**src/rtl/decode_stage.sv**
```systemverilog
// decode_stage: RV32I decode pipeline register with valid/ready handshake; optional DECODE_ILLEGAL_EN adds out_illegal
module decode_stage #(
  parameter logic [31:0] NOP_INSTR = 32'h00000013
) (
  input  logic        clk,
  input  logic        reset,
  input  logic        in_valid,
  output logic        in_ready,
  input  logic [31:0] in_instr,
  input  logic [31:0] in_pc,
  input  logic        flush,
  output logic        out_valid,
  input  logic        out_ready,
  output logic [31:0] out_pc,
  output logic [6:0]  out_opcode,
  output logic [2:0]  out_funct3,
  output logic [6:0]  out_funct7,
  output logic [4:0]  out_rd,
  output logic [4:0]  out_rs1,
  output logic [4:0]  out_rs2,
  output logic [31:0] out_imm,
  output logic        out_reg_we,
`ifdef DECODE_ILLEGAL_EN
  output logic        out_illegal,
`endif
  output logic [4:0]  rf_rs1,
  output logic [4:0]  rf_rs2
);
  localparam logic [6:0] OP_R = 7'b0110011, OP_IMM = 7'b0010011, OP_LOAD = 7'b0000011;
  localparam logic [6:0] OP_JALR = 7'b1100111, OP_SYS = 7'b1110011, OP_STORE = 7'b0100011;
  localparam logic [6:0] OP_BR = 7'b1100011, OP_LUI = 7'b0110111, OP_AUIPC = 7'b0010111;
  localparam logic [6:0] OP_JAL = 7'b1101111;
  logic [6:0] opc;
  logic is_r, is_i, is_s, is_b, is_u, is_j, wr_op, accept;
  logic [31:0] d_imm;
  logic [4:0] d_rs1, d_rs2;
  logic d_we;
  assign opc = in_instr[6:0];
  assign is_r = opc == OP_R;
  assign is_i = opc == OP_IMM || opc == OP_LOAD || opc == OP_JALR || opc == OP_SYS;
  assign is_s = opc == OP_STORE;
  assign is_b = opc == OP_BR;
  assign is_u = opc == OP_LUI || opc == OP_AUIPC;
  assign is_j = opc == OP_JAL;
  assign wr_op = is_r || is_u || is_j || (is_i && opc != OP_SYS);
  assign in_ready = !flush && (!out_valid || out_ready);
  assign accept = in_valid && in_ready;
  // Immediate generation by format; R-type and unknown opcodes yield zero
  always_comb begin
    d_imm = is_i ? {{20{in_instr[31]}}, in_instr[31:20]}
          : is_s ? {{20{in_instr[31]}}, in_instr[31:25], in_instr[11:7]}
          : is_b ? {{19{in_instr[31]}}, in_instr[31], in_instr[7], in_instr[30:25], in_instr[11:8], 1'b0}
          : is_u ? {in_instr[31:12], 12'b0}
          : is_j ? {{11{in_instr[31]}}, in_instr[31], in_instr[19:12], in_instr[20], in_instr[30:21], 1'b0}
          : 32'd0;
  end
  assign d_rs1 = (is_u || is_j) ? 5'd0 : in_instr[19:15];
  assign d_rs2 = (is_i || is_u || is_j) ? 5'd0 : in_instr[24:20];
  assign d_we = wr_op && in_instr[11:7] != 5'd0;
  // Register-file addresses track the instruction that will occupy the output register next cycle
  assign rf_rs1 = accept ? d_rs1 : out_rs1;
  assign rf_rs2 = accept ? d_rs2 : out_rs2;
`ifdef DECODE_ILLEGAL_EN
  logic d_illegal;
  assign d_illegal = in_instr[1:0] != 2'b11 || !(is_r || is_i || is_s || is_b || is_u || is_j);
  // Illegal flag registered alongside the other decoded fields
  always_ff @(posedge clk or posedge reset)
    if (reset) out_illegal <= 1'b0;
    else if (!flush && accept) out_illegal <= d_illegal;
`endif
  // Output register: flush beats accept, accept beats drain; fields only change on accept
  always_ff @(posedge clk or posedge reset) begin
    if (reset) begin
      out_valid  <= 1'b0;
      out_pc     <= 32'd0;
      out_opcode <= NOP_INSTR[6:0];
      out_funct3 <= NOP_INSTR[14:12];
      out_funct7 <= NOP_INSTR[31:25];
      out_rd     <= 5'd0;
      out_rs1    <= 5'd0;
      out_rs2    <= 5'd0;
      out_imm    <= 32'd0;
      out_reg_we <= 1'b0;
    end else if (flush) begin
      out_valid <= 1'b0;
    end else if (accept) begin
      out_valid  <= 1'b1;
      out_pc     <= in_pc;
      out_opcode <= in_instr[6:0];
      out_funct3 <= in_instr[14:12];
      out_funct7 <= in_instr[31:25];
      out_rd     <= in_instr[11:7];
      out_rs1    <= d_rs1;
      out_rs2    <= d_rs2;
      out_imm    <= d_imm;
      out_reg_we <= d_we;
    end else if (out_ready) begin
      out_valid <= 1'b0;
    end
  end
endmodule

```
**config.mk**
```make
export PLATFORM = sky130hd
export DESIGN_NAME = decode_stage
export DESIGN_NICKNAME = d
export VERILOG_FILES = /design/src/rtl/decode_stage.sv
export SDC_FILE = /design/constraint.sdc
export NUM_CORES = 1
export LEC_CHECK = 0
export BUFFER_PORTS_ARGS = -buffer_cell sky130_fd_sc_hd__buf_2
export CELL_PAD_IN_SITES_DETAIL_PLACEMENT = 1
export CELL_PAD_IN_SITES_GLOBAL_PLACEMENT = 1
export CORE_MARGIN = 8
export CORE_UTILIZATION = 36
export CTS_BUF_LIST = sky130_fd_sc_hd__clkbuf_2 sky130_fd_sc_hd__clkbuf_4 sky130_fd_sc_hd__clkbuf_8
export CTS_CLUSTER_SIZE = 25
export DETAILED_ROUTE_END_ITERATION = 10
export PLACE_DENSITY_LB_ADDON = 0.1
export SYNTH_ARGS = -nofsm -noshare
export SYNTH_HDL_FRONTEND = slang
export SYNTH_SLANG_ARGS = --single-unit
```
**constraint.sdc**
```tcl
create_clock -name clk -period 3.6 [get_ports clk]
set_clock_uncertainty 0.2 [all_clocks]
set_input_delay 0.36 -clock clk [delete_from_list [all_inputs] [get_ports clk]]
set_output_delay 0.36 -clock clk [all_outputs]
set_load 0.02 [all_outputs]
```
==> results.sh, run 1 <==
export IMPL_synth_warning_count=0
export IMPL_synthTopCellsByCount="nand2_1, dfrtp_1, nor2_1"
export IMPL_drc=0
export IMPL_rows=39
export IMPL_syn_nets=527
export IMPL_routedWlPerCell_um=17.9
export IMPL_worst_pin_slew_ns=0.846
export IMPL_cts_setup_buffers=0
export IMPL_wirelength_um=14400
export IMPL_hold_slack_ns=0.0215
export IMPL_ys_types=42
export IMPL_yosys_area_share_simple=0.237
export IMPL_final_cells=807
export IMPL_hp_class="input port to register"
export IMPL_worstPathMaxFanout=10
export IMPL_die_y_um=124
export IMPL_synth_fa_ha_area_frac=0
export IMPL_worstPathArrival_ns=2.41
export IMPL_ys_ff_latch=98
export IMPL_io_buffers=177
export IMPL_syn_inst=458
export IMPL_synth_edf_count=0
export IMPL_synth_top_area_cell="dfrtp_1"
export IMPL_ctsHtreeMaxLevel=3
export IMPL_synth_area_leaders="dfrtp_1, nand2_1, a22o_1, a21oi_1, o21ai_1"
export IMPL_place_inst=756
export IMPL_ir_drop_mv=0.240
export IMPL_relSlewSlack=0.432
export IMPL_dr_total_vias=3975
export IMPL_area_growth_synth_to_final_pct=36.5
export IMPL_drive_gt1_frac=0.324
export IMPL_synth_most_common_cell="nand2_1"
export IMPL_gp_congestion=0.838
export IMPL_postPlaceCellArea_um2=5220
export IMPL_synth_top_family_by_area="simple AND/OR/NAND/NOR gates"
export IMPL_antenna_found_initial=0
export IMPL_fmax_mhz=337
export IMPL_power_internal_mw=1.83
export IMPL_fin_util=0.503
export IMPL_p_leak_nw=3.11
export IMPL_cts_made_buffers=9
export IMPL_hpwl_um=10400
export IMPL_p_comb_frac=0.268
export IMPL_grt_pass1_wl_um=23300
export IMPL_yosysSeqAreaShare=0.581
export IMPL_synth_top_cell_area_share=0.562
export IMPL_tns_ns=0
export IMPL_num_io_pins=178
export IMPL_viasPerCell=4.93
export IMPL_num_antenna_cells=0
export IMPL_dr_pass1_iters=5
export IMPL_drt_initial_drc_count=188
export IMPL_ctsRootBufferMaster="clkbuf_8"
export IMPL_cts_repair_resized=0
export IMPL_p_per_area_nw_per_um2=482
export IMPL_grt_setup_unrepaired="no"
export IMPL_synth_compound_area_frac=0.136
export IMPL_worstSetupPathType="input port to primary output"
export IMPL_cts_tree="built"
export IMPL_maxCapViolations=0
export IMPL_antenna_left=0
export IMPL_wl_met3_um=1080
export IMPL_dieArea_um2=15500
export IMPL_cts_sinks=98
export IMPL_pwr_share_clk=0.255
export IMPL_fin_nets=728
export IMPL_timing_final_crit_share=0.825
export IMPL_post_route_min_period_ns=2.97
export IMPL_fp_dieW_um=124
export IMPL_status="complete, no violations"
export IMPL_synthArstFlopShare=1.00
export IMPL_overflow=0
export IMPL_power_frac_seq=0.477
export IMPL_clk_path_buf_depth=2
export IMPL_critPathLaunch="flush"
export IMPL_worstSetupStartpointType="input port"
export IMPL_r2r_start="out_valid"
export IMPL_swShare=0.340
export IMPL_grt_pass1_vias=4234
export IMPL_clock_latency_ns=0.35
export IMPL_met1_length_um=6640
export IMPL_critPathCaptureType="primary output"
export IMPL_final_cell_area_um2=5770
export IMPL_setup_viol=0
export IMPL_cp_data_required_time_ns=3.04
export IMPL_grt_max_degree=64
export IMPL_drv_slew=0
export IMPL_grt_usage=0.184
export IMPL_p_sw_uw=947
export IMPL_holdCritStartpoint="in_instr[9]"
export IMPL_fp_coreArea_um2=11500
export IMPL_synth_xor_area_frac=0
export IMPL_syn_avg_cell_area_um2=9.23
export IMPL_wl_met2_um=6550
export IMPL_synthesis_area_um2=4230
export IMPL_synthMuxAreaShare=0.00947
export IMPL_ys_flop_type="dfrtp_1"
export IMPL_top_layer_used="met4"
export IMPL_initial_core_util=0.369
export IMPL_hold_viol=0
export IMPL_path_clk_slew_ns=0.09
## cells by family (layout without fill, tap and decap cells)
group,after synthesis,in the layout
flops,98,98
buf+inv,33,239
mux,4,4
compound gates,88,88
simple gates,235,235
## cell usage in the layout, fill, tap and decap left out, types with 2 or more instances in the layout
cell / n
o21ai_1: 23
or2_1: 2
buf_4: 8
a22o_1: 16
or3_1: 3
buf_2: 177
clkbuf_8: 13
nor2_1: 28
a22oi_1: 6
dfstp_2: 3
dfrtp_1: 95
mux2i_1: 4
nand3_1: 2
inv_1: 2
nand2b_1: 3
a21oi_1: 27
dlygate4sd3_1: 35
nand2_1: 177
nand3b_1: 2
nor2b_1: 5
a211oi_1: 6
## final cells by class
cell class,count,area (um2)
Sequential cell,98,2460
Clock buffer,13,179
Multi-Input combinational cell,327,1630
Fill cell,1370,5700
Inverter,3,13.8
Timing Repair Buffer,220,1300
Clock inverter,3,21.3
Tap cell,143,179
## power by group through the flow
| stage | combinational [mW] | sequential [mW] | clock, mW |
|---|---|---|---|
| after floorplan | 0.238 | 1.53 | 0 |
| after global placement | 0.713 | 1.34 | 0 |
| after detailed placement | 0.729 | 1.35 | 0 |
| after CTS | 0.759 | 1.33 | 0.738 |
| after global routing | 0.813 | 1.35 | 0.778 |
| final | 0.745 | 1.33 | 0.708 |
## worst max-delay path, stage by stage
cell,delay [ns]
dlygate4sd3_1,0.55
buf_2,0.14
nor2b_1,0.24
nand2_4,0.11
nor4b_4,0.61
a22o_1,0.22
buf_2,0.17
## metrics by stage
stage / power, mW / setup slack, ns
after floorplan: 1.77 / 0.483
after global placement: 2.05 / 1.13
after detailed placement: 2.08 / 1.06
after CTS: 2.83 / 0.641
after global routing: 2.94 / 0.520
final: 2.78 / 0.631
## metal layers
metal / vias to the layer above / global-route usage
met5: - / 0
met4: 0 / 0.0553
li1: 1914 / -
met3: 12 / 0.0655
met2: 119 / 0.281
met1: 1930 / 0.238
## final timing paths
path                                 end  slack [ns]  cells past startpoint
hold / removal                 out_rd[2]        0.02                      3
hold reg to reg            out_opcode[0]        0.26                      2
min in group asynchronous     out_pc[15]        0.44                      3
setup / recovery               rf_rs2[4]        0.63                      7
max in group asynchronous  out_opcode[4]        1.89                      4
setup reg to reg              out_imm[2]        1.55                      5
## registers in the layout, summed over array words and instances (netlist names), 3 cells and up
name	flops
out_rs2	5
out_rs1	5
out_imm	32
out_rd	5
out_opcode	7
out_funct3	3
out_pc	32
out_funct7	7
## timing repair
item                                    CTS  global route
endpoints found under the setup margin    0             0
hold endpoints to repair                 86             0
hold buffers                             35             0
No activity file was read; power rests on OpenSTA's default activity.
==> run 2: changes to the inputs <==
--- a/config.mk
+++ b/config.mk
@@ -5,11 +5,12 @@
 export SDC_FILE = /design/constraint.sdc
 export NUM_CORES = 1
 export LEC_CHECK = 0
+export ABC_AREA = 1
 export BUFFER_PORTS_ARGS = -buffer_cell sky130_fd_sc_hd__buf_2
 export CELL_PAD_IN_SITES_DETAIL_PLACEMENT = 1
 export CELL_PAD_IN_SITES_GLOBAL_PLACEMENT = 1
 export CORE_MARGIN = 8
-export CORE_UTILIZATION = 36
+export CORE_UTILIZATION = 32
 export CTS_BUF_LIST = sky130_fd_sc_hd__clkbuf_2 sky130_fd_sc_hd__clkbuf_4 sky130_fd_sc_hd__clkbuf_8
 export CTS_CLUSTER_SIZE = 25
 export DETAILED_ROUTE_END_ITERATION = 10
==> constraint.sdc (replaced) <==
create_clock -name clk -period 2.6 [get_ports clk]
set_clock_uncertainty 0.2 [all_clocks]
set_input_delay 0.26 -clock clk [delete_from_list [all_inputs] [get_ports clk]]
set_output_delay 0.26 -clock clk [all_outputs]
set_load 0.02 [all_outputs]
==> run 2 against run 1 <==
Critical path depth is the same. Core utilization down 4.0 points. Largest power group unchanged. Global-route usage grew 0.070 points. Highest routed layer unchanged. Clock power grew 34%. Sequential share of layout area down 3.9 points.
==> results.sh, run 2 <==
export IMPL_synthTopCellsByCount="nand2_1, dfrtp_1, nand3_1"
export IMPL_dr_total_vias=4526
export IMPL_routedWlPerCell_um=16.4
export IMPL_power_frac_seq=0.484
export IMPL_yosysSeqAreaShare=0.554
export IMPL_n_fill_cell=1742
export IMPL_cts_made_buffers=9
export IMPL_ir_drop_mv=0.225
export IMPL_path_buf_inv=4
export IMPL_worstPathMaxFanout=42
export IMPL_cts_tree="built"
export IMPL_antenna_found_initial=0
export IMPL_cp_top_family="buffers and inverters"
export IMPL_worstRegToRegCells=7
export IMPL_p_sw_mw=1.26
export IMPL_drt_initial_drc_count=191
export IMPL_worst_r2r_endpoint="out_funct7[6]"
export IMPL_cts_sinks=98
export IMPL_area_growth_synth_to_final_pct=43.2
export IMPL_postPlaceCellArea_um2=5510
export IMPL_synth_area_leaders="dfrtp_1, nand2_1, nand3_1, o21ai_0, inv_1"
export IMPL_post_route_min_period_ns=2.46
export IMPL_synthArstFlopShare=1.00
export IMPL_die_y_um=134
export IMPL_hold_slack_ns=0.0316
export IMPL_top_regs="out_imm x32, out_pc x32"
export IMPL_cp_data_required_time_ns=2.14
export IMPL_seqCellArea_um2=2460
export IMPL_worstSetupPathType="input port to primary output"
export IMPL_power_internal_mw=2.43
export IMPL_relSlewSlack=0.620
export IMPL_worstSetupStartpointType="input port"
export IMPL_num_antenna_cells=0
export IMPL_fp_coreArea_um2=13700
export IMPL_synth_warning_count=0
export IMPL_r2r_start="out_valid"
export IMPL_overflow=0
export IMPL_crit_path_max_incr_delay_ns=0.55
export IMPL_p_comb_frac=0.258
export IMPL_syn_inst=559
export IMPL_swShare=0.341
export IMPL_min_to="out_rd[4]"
export IMPL_timing_final_crit_share=0.947
export IMPL_holdCritStartpoint="in_instr[11]"
export IMPL_synth_top_area_cell="dfrtp_1"
export IMPL_drc=0
export IMPL_ys_types=25
export IMPL_num_io_pins=178
export IMPL_dr_pass1_iters=4
export IMPL_synth_edf_count=0
export IMPL_ys_ff_latch=98
export IMPL_hold_viol=0
export IMPL_multiInputGateArea_um2=1750
export IMPL_io_buffers=177
export IMPL_hp_class="input port to register"
export IMPL_syn_nets=628
export IMPL_ctsHtreeMaxLevel=3
export IMPL_tns_ns=0
export IMPL_final_cells=980
export IMPL_final_cell_mix="nand2_1, buf_2, dfrtp_1"
export IMPL_viasPerCell=4.62
export IMPL_antenna_left=0
export IMPL_place_inst=899
export IMPL_synth_most_common_cell="nand2_1"
export IMPL_status="complete, no violations"
export IMPL_clk_path_buf_depth=2
export IMPL_grt_pass1_vias=4986
export IMPL_grt_usage=0.185
export IMPL_crit_slowest_cell="dlygate4sd3_1"
export IMPL_path_clk_slew_ns=0.09
export IMPL_setup_viol=0
export IMPL_dieArea_um2=17900
export IMPL_cp_common_cell="buf_2"
export IMPL_p_per_area_nw_per_um2=580
export IMPL_fin_nets=864
export IMPL_wirelength_um=16100
export IMPL_p_leak_nw=3.74
export IMPL_critPathCaptureType="primary output"
export IMPL_drv_slew=0
export IMPL_synthesis_area_um2=4430
export IMPL_p_total_mw=3.68
export IMPL_rrSetupSlack_ns=0.59
export IMPL_cp_cell_sequence="dlygate4sd3_1, buf_2, nor3_4, buf_12, nand2_1, o21ai_0, buf_2"
export IMPL_synth_top_cell_area_share=0.536
export IMPL_grt_setup_unrepaired="no"
export IMPL_ys_flop_type="dfrtp_1"
export IMPL_final_common_cell="nand2_1"
export IMPL_drive_gt1_frac=0.288
export IMPL_initial_core_util=0.323
export IMPL_worst_pin_slew_ns=0.569
export IMPL_ctsRootBufferMaster="clkbuf_8"
export IMPL_hpwl_um=11400
export IMPL_fmax_mhz=406
export IMPL_rows=43
export IMPL_fp_dieW_um=134
export IMPL_clock_latency_ns=0.38
export IMPL_grt_pass1_wl_um=26400
export IMPL_pwr_share_clk=0.258
export IMPL_grt_max_degree=99
export IMPL_worstPathArrival_ns=2.00
export IMPL_min_path_cells=3
export IMPL_final_cell_area_um2=6350
export IMPL_maxCapViolations=0
export IMPL_gp_congestion=0.797
export IMPL_syn_avg_cell_area_um2=7.93
[run 2: worst max-delay path by stage]
stage	cells after the start	to	slack (ns)	from
final	7	rf_rs1[0]	0.14	flush
after floorplan	7	rf_rs1[0]	0.54	out_valid
after global routing	11	rf_rs2[1]	0.02	in_instr[2]
after global placement	9	rf_rs2[1]	0.37	in_instr[1]
after CTS	7	rf_rs1[0]	0.002	flush
after detailed placement	9	rf_rs2[1]	0.32	in_instr[1]
[run 2: power by group through the flow]
stage,sequential (mW),clock (mW),combinational (mW)
floorplan,2.02,0,0.287
global placement,1.81,0,0.862
detailed placement,1.81,0,0.881
CTS,1.79,0.999,0.957
global route,1.81,1.05,1.04
finish,1.78,0.951,0.949
[run 2: metrics by stage]
stage,setup WS [ns],utilization
global placement,0.370,0.401
detailed placement,0.324,0.401
floorplan,0.541,-
global route,0.0156,0.463
finish,0.138,0.463
CTS,0.00205,0.461
[run 2: cells by family (layout without fill, tap and decap cells)]
kind of cell / after synthesis / in the layout / share of synthesized area
compound gates: 34 / 34 / 0.0389
simple gates: 373 / 373 / 0.353
buf+inv: 54 / 295 / 0.0545
flops: 98 / 98 / 0.554
[run 2: worst min-delay path, delay by kind of cell]
family	cells	cell delay (ns)
buf+inv	2	0.20
compound gates	1	0.10
[run 2: layout make-up]
class                           count  area share
Sequential cell                    98       0.387
Clock buffer                       12      0.0240
Tap cell                          180      0.0355
Timing Repair Buffer              250       0.255
Inverter                           29      0.0199
Clock inverter                      4     0.00414
Multi-Input combinational cell    407       0.275
[run 2: what timing repair did]
item                                    4_1_cts  5_1_grt
buffers inserted                              0        2
pin swaps                                     0        1
hold buffers                                 63        0
gates cloned                                  0        0
endpoints found under the hold margin       162        0
resized for setup                             1        2
endpoints found under the setup margin        9       10
[run 2: metal layers]
| layer | global-route usage | vias to the layer above | share of wire |
|---|---|---|---|
| li1 | - | 2199 | - |
| met1 | 0.219 | 2195 | 0.43 |
| met4 | 0.0686 | 0 | 0.020 |
| met2 | 0.321 | 112 | 0.50 |
| met3 | 0.0399 | 20 | 0.045 |
| met5 | 0 | - | 0 |
